File: src/rtl/cpu_pkg.sv
// Shared definitions for the Hack CPU boot path: sequencer state encoding and ROM geometry.
package cpu_pkg;

  localparam int unsigned ROM_ADDR_W = 15;

  typedef enum logic [2:0] {
    IDLE    = 3'd0,
    LOAD_HI = 3'd1,
    LOAD_LO = 3'd2,
    WRITE   = 3'd3,
    START   = 3'd4,
    RUN     = 3'd5,
    HALT    = 3'd6,
    STEP    = 3'd7
  } boot_state_t;

  // A load must cover at least one word and fit in the ROM.
  function automatic logic len_legal(input logic [15:0] len, input int unsigned addr_w);
    return (len != 16'd0) && (32'(len) <= (32'd1 << addr_w));
  endfunction

endpackage

File: src/rtl/boot_sequencer_if.sv
// Host-side bundle of the boot sequencer: byte stream, ROM write port, CPU control and status.
interface boot_sequencer_if #(
  parameter int unsigned ADDR_W = 15,
  parameter int unsigned CNT_W  = 32
);

  logic              load_req;
  logic [15:0]       len_words;
  logic              byte_valid;
  logic [7:0]        byte_data;
  logic              byte_ready;
  logic              rom_we;
  logic [ADDR_W-1:0] rom_addr;
  logic [15:0]       rom_wdata;
  logic              cpu_rst;
  logic              cpu_en;
  logic              run_req;
  logic              halt_req;
  logic              step_req;
  logic              load_done;
  logic              load_err;
  logic [CNT_W-1:0]  cyc_count;
  logic [2:0]        state_o;

  modport master (
    output load_req, len_words, byte_valid, byte_data, run_req, halt_req, step_req,
    input  byte_ready, rom_we, rom_addr, rom_wdata, cpu_rst, cpu_en, load_done, load_err,
           cyc_count, state_o
  );

  modport slave (
    input  load_req, len_words, byte_valid, byte_data, run_req, halt_req, step_req,
    output byte_ready, rom_we, rom_addr, rom_wdata, cpu_rst, cpu_en, load_done, load_err,
           cyc_count, state_o
  );

endinterface

File: src/rtl/boot_sequencer_byte_packer.sv
// Assembles big-endian 16-bit words from a ready/valid byte stream.
module byte_packer (
  input  logic        clk,
  input  logic        rst,
  input  logic        ready,
  input  logic        sel_lo,
  input  logic        byte_valid,
  input  logic [7:0]  byte_data,
  output logic        byte_fire,
  output logic        word_valid,
  output logic [15:0] word
);

  assign byte_fire  = ready & byte_valid;
  assign word_valid = byte_fire & sel_lo;

  always_ff @(posedge clk or posedge rst) begin
    if (rst) begin
      word <= 16'h0000;
    end else if (byte_fire) begin
      if (sel_lo) word[7:0]  <= byte_data;
      else        word[15:8] <= byte_data;
    end
  end

endmodule

File: src/rtl/boot_sequencer.sv
// Loads program words into instruction ROM, then runs/halts/steps the CPU through cpu_rst/cpu_en.
module boot_sequencer
  import cpu_pkg::*;
#(
  parameter int unsigned ADDR_W = ROM_ADDR_W,
  parameter int unsigned CNT_W  = 32
) (
  input logic             clk,
  input logic             rst,
  boot_sequencer_if.slave bus
);

  localparam logic [2:0] ST_IDLE    = IDLE;
  localparam logic [2:0] ST_LOAD_HI = LOAD_HI;
  localparam logic [2:0] ST_LOAD_LO = LOAD_LO;
  localparam logic [2:0] ST_WRITE   = WRITE;
  localparam logic [2:0] ST_START   = START;
  localparam logic [2:0] ST_RUN     = RUN;
  localparam logic [2:0] ST_HALT    = HALT;
  localparam logic [2:0] ST_STEP    = STEP;

  logic [2:0]        state_q, state_d;
  logic [ADDR_W-1:0] addr_q, addr_d;
  logic [ADDR_W-1:0] last_q, last_d;
  logic [CNT_W-1:0]  cyc_q, cyc_d;
  logic              byte_ready_q, rom_we_q, cpu_rst_q, cpu_en_q, load_done_q, load_err_q;

  logic              can_load, load_seen, load_ok, load_bad, is_last;
  logic              byte_fire, word_valid;
  logic [15:0]       word;

  byte_packer u_packer (
    .clk        (clk),
    .rst        (rst),
    .ready      (byte_ready_q),
    .sel_lo     (state_q == ST_LOAD_LO),
    .byte_valid (bus.byte_valid),
    .byte_data  (bus.byte_data),
    .byte_fire  (byte_fire),
    .word_valid (word_valid),
    .word       (word)
  );

  assign can_load  = state_q inside {ST_IDLE, ST_RUN, ST_HALT, ST_STEP};
  assign load_seen = can_load & bus.load_req;
  assign load_ok   = load_seen & len_legal(bus.len_words, ADDR_W);
  assign load_bad  = load_seen & ~len_legal(bus.len_words, ADDR_W);
  assign is_last   = (addr_q == last_q);

  // An accepted load_req (legal or not) masks every other request that cycle.
  always_comb begin
    state_d = state_q;
    addr_d  = addr_q;
    last_d  = last_q;
    if (load_ok) begin
      state_d = ST_LOAD_HI;
      addr_d  = '0;
      last_d  = ADDR_W'(bus.len_words - 16'd1);
    end else if (!load_seen) begin
      case (state_q)
        ST_IDLE:    if (bus.run_req) state_d = ST_START;
        ST_LOAD_HI: if (byte_fire) state_d = ST_LOAD_LO;
        ST_LOAD_LO: if (word_valid) state_d = ST_WRITE;
        ST_WRITE: begin
          if (is_last) begin
            state_d = ST_START;
          end else begin
            state_d = ST_LOAD_HI;
            addr_d  = addr_q + ADDR_W'(1);
          end
        end
        ST_START:   state_d = ST_RUN;
        ST_RUN:     if (bus.halt_req) state_d = ST_HALT;
        ST_HALT: begin
          if (bus.halt_req)      state_d = ST_HALT;
          else if (bus.run_req)  state_d = ST_RUN;
          else if (bus.step_req) state_d = ST_STEP;
        end
        ST_STEP:    state_d = ST_HALT;
        default:    state_d = ST_IDLE;
      endcase
    end
  end

  // cpu_en_q marks a cycle the CPU actually advanced; count it as that cycle closes.
  always_comb begin
    cyc_d = cyc_q;
    if (state_d == ST_START) cyc_d = '0;
    else if (cpu_en_q)       cyc_d = cyc_q + CNT_W'(1);
  end

  always_ff @(posedge clk or posedge rst) begin
    if (rst) begin
      state_q      <= ST_IDLE;
      addr_q       <= '0;
      last_q       <= '0;
      cyc_q        <= '0;
      byte_ready_q <= 1'b0;
      rom_we_q     <= 1'b0;
      cpu_rst_q    <= 1'b1;
      cpu_en_q     <= 1'b0;
      load_done_q  <= 1'b0;
      load_err_q   <= 1'b0;
    end else begin
      state_q      <= state_d;
      addr_q       <= addr_d;
      last_q       <= last_d;
      cyc_q        <= cyc_d;
      byte_ready_q <= state_d inside {ST_LOAD_HI, ST_LOAD_LO};
      rom_we_q     <= (state_d == ST_WRITE);
      cpu_rst_q    <= state_d inside {ST_IDLE, ST_LOAD_HI, ST_LOAD_LO, ST_WRITE, ST_START};
      cpu_en_q     <= state_d inside {ST_RUN, ST_STEP};
      load_done_q  <= (state_q == ST_WRITE) & is_last;
      load_err_q   <= load_bad;
    end
  end

  assign bus.byte_ready = byte_ready_q;
  assign bus.rom_we     = rom_we_q;
  assign bus.rom_addr   = addr_q;
  assign bus.rom_wdata  = word;
  assign bus.cpu_rst    = cpu_rst_q;
  assign bus.cpu_en     = cpu_en_q;
  assign bus.load_done  = load_done_q;
  assign bus.load_err   = load_err_q;
  assign bus.cyc_count  = cyc_q;
  assign bus.state_o    = state_q;

endmodule

File: src/flat_wrapper.sv
// flat-port wrapper written by rule: the top's interface ports become plain ports
module boot_sequencer_flat import cpu_pkg::*;
#(
  parameter int unsigned ADDR_W = ROM_ADDR_W,
  parameter int unsigned CNT_W  = 32
)
  (clk, rst, bus_load_req, bus_len_words, bus_byte_valid, bus_byte_data, bus_run_req, bus_halt_req, bus_step_req, bus_byte_ready, bus_rom_we, bus_rom_addr, bus_rom_wdata, bus_cpu_rst, bus_cpu_en, bus_load_done, bus_load_err, bus_cyc_count, bus_state_o);
  boot_sequencer_if #(.ADDR_W(ADDR_W), .CNT_W(CNT_W)) bus_i ();
  input logic clk;
  input logic rst;
  input wire logic [$bits(bus_i.load_req)-1:0] bus_load_req;
  input wire logic [$bits(bus_i.len_words)-1:0] bus_len_words;
  input wire logic [$bits(bus_i.byte_valid)-1:0] bus_byte_valid;
  input wire logic [$bits(bus_i.byte_data)-1:0] bus_byte_data;
  input wire logic [$bits(bus_i.run_req)-1:0] bus_run_req;
  input wire logic [$bits(bus_i.halt_req)-1:0] bus_halt_req;
  input wire logic [$bits(bus_i.step_req)-1:0] bus_step_req;
  output wire logic [$bits(bus_i.byte_ready)-1:0] bus_byte_ready;
  output wire logic [$bits(bus_i.rom_we)-1:0] bus_rom_we;
  output wire logic [$bits(bus_i.rom_addr)-1:0] bus_rom_addr;
  output wire logic [$bits(bus_i.rom_wdata)-1:0] bus_rom_wdata;
  output wire logic [$bits(bus_i.cpu_rst)-1:0] bus_cpu_rst;
  output wire logic [$bits(bus_i.cpu_en)-1:0] bus_cpu_en;
  output wire logic [$bits(bus_i.load_done)-1:0] bus_load_done;
  output wire logic [$bits(bus_i.load_err)-1:0] bus_load_err;
  output wire logic [$bits(bus_i.cyc_count)-1:0] bus_cyc_count;
  output wire logic [$bits(bus_i.state_o)-1:0] bus_state_o;
  assign bus_i.load_req = bus_load_req;
  assign bus_i.len_words = bus_len_words;
  assign bus_i.byte_valid = bus_byte_valid;
  assign bus_i.byte_data = bus_byte_data;
  assign bus_i.run_req = bus_run_req;
  assign bus_i.halt_req = bus_halt_req;
  assign bus_i.step_req = bus_step_req;
  assign bus_byte_ready = bus_i.byte_ready;
  assign bus_rom_we = bus_i.rom_we;
  assign bus_rom_addr = bus_i.rom_addr;
  assign bus_rom_wdata = bus_i.rom_wdata;
  assign bus_cpu_rst = bus_i.cpu_rst;
  assign bus_cpu_en = bus_i.cpu_en;
  assign bus_load_done = bus_i.load_done;
  assign bus_load_err = bus_i.load_err;
  assign bus_cyc_count = bus_i.cyc_count;
  assign bus_state_o = bus_i.state_o;
  boot_sequencer #(.ADDR_W(ADDR_W), .CNT_W(CNT_W)) u_core (.clk(clk), .rst(rst), .bus(bus_i));
endmodule
File: config.mk
export PLATFORM = sky130hd
export DESIGN_NAME = boot_sequencer_flat
export DESIGN_NICKNAME = d
export VERILOG_FILES = /design/src/rtl/cpu_pkg.sv /design/src/rtl/boot_sequencer_if.sv /design/src/rtl/boot_sequencer_byte_packer.sv /design/src/rtl/boot_sequencer.sv /design/src/flat_wrapper.sv
export SDC_FILE = /design/constraint.sdc
export NUM_CORES = 1
export LEC_CHECK = 0
export CORE_UTILIZATION = 25
export CTS_CLUSTER_DIAMETER = 50
export DETAILED_ROUTE_END_ITERATION = 12
export GPL_TIMING_DRIVEN = 0
export RECOVER_POWER = 100
export SYNTH_ARGS = -nofsm -noshare
export SYNTH_HDL_FRONTEND = slang
export SYNTH_SLANG_ARGS = --single-unit
export TNS_END_PERCENT = 30
File: constraint.sdc
create_clock -name clk -period 2.54 [get_ports clk]
set_input_delay 0.508 -clock clk [delete_from_list [all_inputs] [get_ports clk]]
set_output_delay 0.508 -clock clk [all_outputs]
set_load 0.01 [all_outputs]
==> results_dict.tcl <==
set metrics [dict create \
    critical-path-max-stage-delay_ps 630 \
    n_antenna_cell 0 \
    fillers 1715 \
    slowest_stage "clkdlybuf4s50_1" \
    irDropWorstVdd_mv 0.515 \
    synth_edf_count 0 \
    regToRegSetupSlack_ps 130 \
    nNetsFinal 609 \
    wl_um 12000 \
    clockBufferDepth 2 \
    cts_tree "yes" \
    via_per_inst 4.67 \
    instances_no_fill 804 \
    ios 103 \
    critical_path_arrival_ps 2700 \
    finalWeightedCongestion 0.795 \
    status "finished, final reports clean" \
    antenna_found_initial 0 \
    most-common-layout-cells "86 x dfrtp_1, 77 x clkdlybuf4s50_1, 69 x nand2_1" \
    hold_start "u_core.u_packer.word[5]$_DFFE_PP0P_" \
    synth_top_area_cell "dfrtp_1" \
    yosys-top-cells-area "dfrtp_1 49%, xor2_1 6.8%, nand2_1 5.9%" \
    netlist_area_mm2 0.00441 \
    powerDensity_mw_per_mm2 1040 \
    critPathRequiredTime_ps 2780 \
    cts_htree_levels 3 \
    cts_buffers 9 \
    finalCritPeriodShare 0.971 \
    grtUsageTotal 0.137 \
    power_mw 6.43 \
    finalWorstSetupSlack_ps 74.4 \
    synth_seq_area_share 0.494 \
    num_rows 48 \
    ys_types 51 \
    async_flop_share 1.00 \
    place_ws_ps -871 \
    start_kind "input port" \
    fmax_ghz 0.406 \
    grt_max_degree 38 \
    worst-setup-path-type "input port to register" \
    dpl.hpwl_um 8850 \
    wl_per_cell_um 15.0 \
    syn_inst 452 \
    layout_commonest_cell "dfrtp_1" \
    whs_path_depth 2 \
    die_height_um 135 \
    finalSetupViolCount 0 \
    place_inst 781 \
    grt.overflow.total 0 \
    cp_cell_sequence "clkdlybuf4s50_1 -> nor4b_4 -> o21ai_0 -> mux2_2 -> o211a_4 -> nor2_4 -> buf_2 -> a21oi_1" \
    power.leakage_nw 2.60 \
    crit_cells 8 \
    synth_nets 487 \
    hold_buffers 0 \
    ys_seq_elements 87 \
    fin_skew_ps 14.0 \
    drt_pass1_iterations 5 \
    start_util 0.256 \
    avgSynthCellArea_um2 9.75 \
    hold_viol 0 \
    dieWidth_um 135 \
    drive_gt1_frac 0.126 \
    synth_ff_type "dfrtp_1" \
    area_growth_pct 40.6 \
    slew_violations 0 \
    dieArea_mm2 0.0182 \
    hold_path_class "register to register" \
    tightest_slew_ps 978 \
    yosysWarnings 0 \
    critPathCaptureType "register" \
    yosysTopAreaCellShare 0.488 \
    antenna_left 0 \
    clkLatencyLatePin_ps 350 \
    drc 0 \
    final_core_utilization 0.359 \
    r2r-end "u_core.bus.cyc_count[6]$_DFFE_PP0P_" \
    final.min_clock_period_ps 2470 \
    dr_total_vias 3756 \
    crit_fanout 7 \
    grt_pass1_vias 3872 \
    relSlewSlack 0.348 \
    io_buffers 102 \
    crit_buf_inv 2 \
    grt_first_pass_wirelength_um 19500 \
    dr.first_iter.drc_count 194 \
    placeableCoreArea_mm2 0.0172 \
    clockRootBuffer "clkbuf_16" \
    clkSlewWorstSetupHoldPaths_ps 70 \
    cts.sinks 87 \
    reg2reg_depth 7 \
    maxCapViolations 0 \
    fin_hold_ws_ps 478 \
    reg2reg_from "u_core.bus.rom_addr[6]$_DFFE_PP0P_" \
    crit_family "buffers and inverters" \
    whs_endpoint "u_core.u_packer.word[5]$_DFFE_PP0P_" \
]
## timing repair
item,CTS,global route
buffers inserted,2,4
gates cloned,0,2
setup endpoints to repair,65,52
resized for setup,16,19
pin swaps,2,3
## sequential cells by signal (all words and copies together) (netlist names)
name / cells
u_core.bus.cyc_count: 32
u_core.bus.state_o: 3
u_core.bus.byte_ready: 1
u_core.last_q: 15
u_core.u_packer.word: 16
u_core.bus.load_err: 1
u_core.bus.load_done: 1
u_core.bus.rom_addr: 15
u_core.bus.cpu_rst: 1
u_core.bus.cpu_en: 1
u_core.bus.rom_we: 1
## stage by stage
step | TNS, ps | area [µm²]
after floorplan | 0 | 4410
after global placement | -42910 | 5710
after detailed placement | -43780 | 5750
after CTS | -6.19 | 6110
after global routing | -71.0 | 6190
final | 0 | 6190
## Yosys cell counts (all sizes together) (5+ instances only)
master	count
o21ai	24
nor4	8
mux2	9
xnor2	28
buf	11
xor2	34
nor3	14
dfrtp	86
nand3	18
nor2	32
clkbuf	6
nand4	11
inv	10
mux2i	5
a21oi	37
nand2	69
## cell type report
type / count / area (µm²) / area share
multi-input combinational: 337 / 2190 / 0.354
sequential: 87 / 2180 / 0.352
timing repair buffer: 112 / 1090 / 0.177
tap: 225 / 282 / 0.0455
clock buffer: 9 / 225 / 0.0364
buffer: 16 / 115 / 0.0186
clock inverter: 7 / 61.3 / 0.00990
inverter: 11 / 42.5 / 0.00687
## worst reg2reg max path: stages, from the launching register on
cell and delay [ps]:
dfrtp_1 480, xor2_1 200, nor4_1 370, nand4_1 300
o211a_4 360, nor2_4 260, buf_2 240, a21oi_1 80
## how the worst max path moves through the flow
stage,slack [ps],end,startpoint
global placement,-850,u_core.last_q[4]$_DFFE_PP0N_,bus_len_words[0]
global route,-20,u_core.bus.cyc_count[4]$_DFFE_PP0P_,bus_load_req
floorplan,260,u_core.last_q[4]$_DFFE_PP0N_,bus_len_words[0]
detailed placement,-870,u_core.last_q[0]$_DFFE_PP0N_,bus_len_words[0]
finish,70,u_core.bus.cyc_count[6]$_DFFE_PP0P_,bus_load_req
CTS,-6,u_core.bus.rom_addr[4]$_DFFE_PP0P_,bus_len_words[0]
## where the power goes
part / internal [mW] / switching (mW) / leakage [nW]
combinational: 1.38 / 1.32 / 1.32
sequential: 1.91 / 0.527 / 1.14
clock: 0.683 / 0.617 / 0.135
total: 3.97 / 2.46 / 2.60
## metal layers
layer / vias to the layer above / track usage / wire [µm]
met4: 0 / 0.0618 / 198
met2: 73 / 0.224 / 5780
met3: 13 / 0.0282 / 510
met5: - / 0 / 0
li1: 1810 / - / -
met1: 1860 / 0.175 / 5550
## kinds of logic (layout without fill, tap and decap cells)
group                    after synthesis  in the layout  share of synthesized area
buffers and inverters                 28            155                     0.0290
AO/OA/AOI/OAI                         76             76                      0.102
AND/OR/NAND/NOR                      181            181                      0.206
flip-flops                            87             87                      0.494
XOR/XNOR                              62             62                      0.123
multiplexers                          14             14                     0.0344
adder cells (fa/ha/maj)                4              4                     0.0114
No activity file was read; power rests on OpenSTA's default activity.
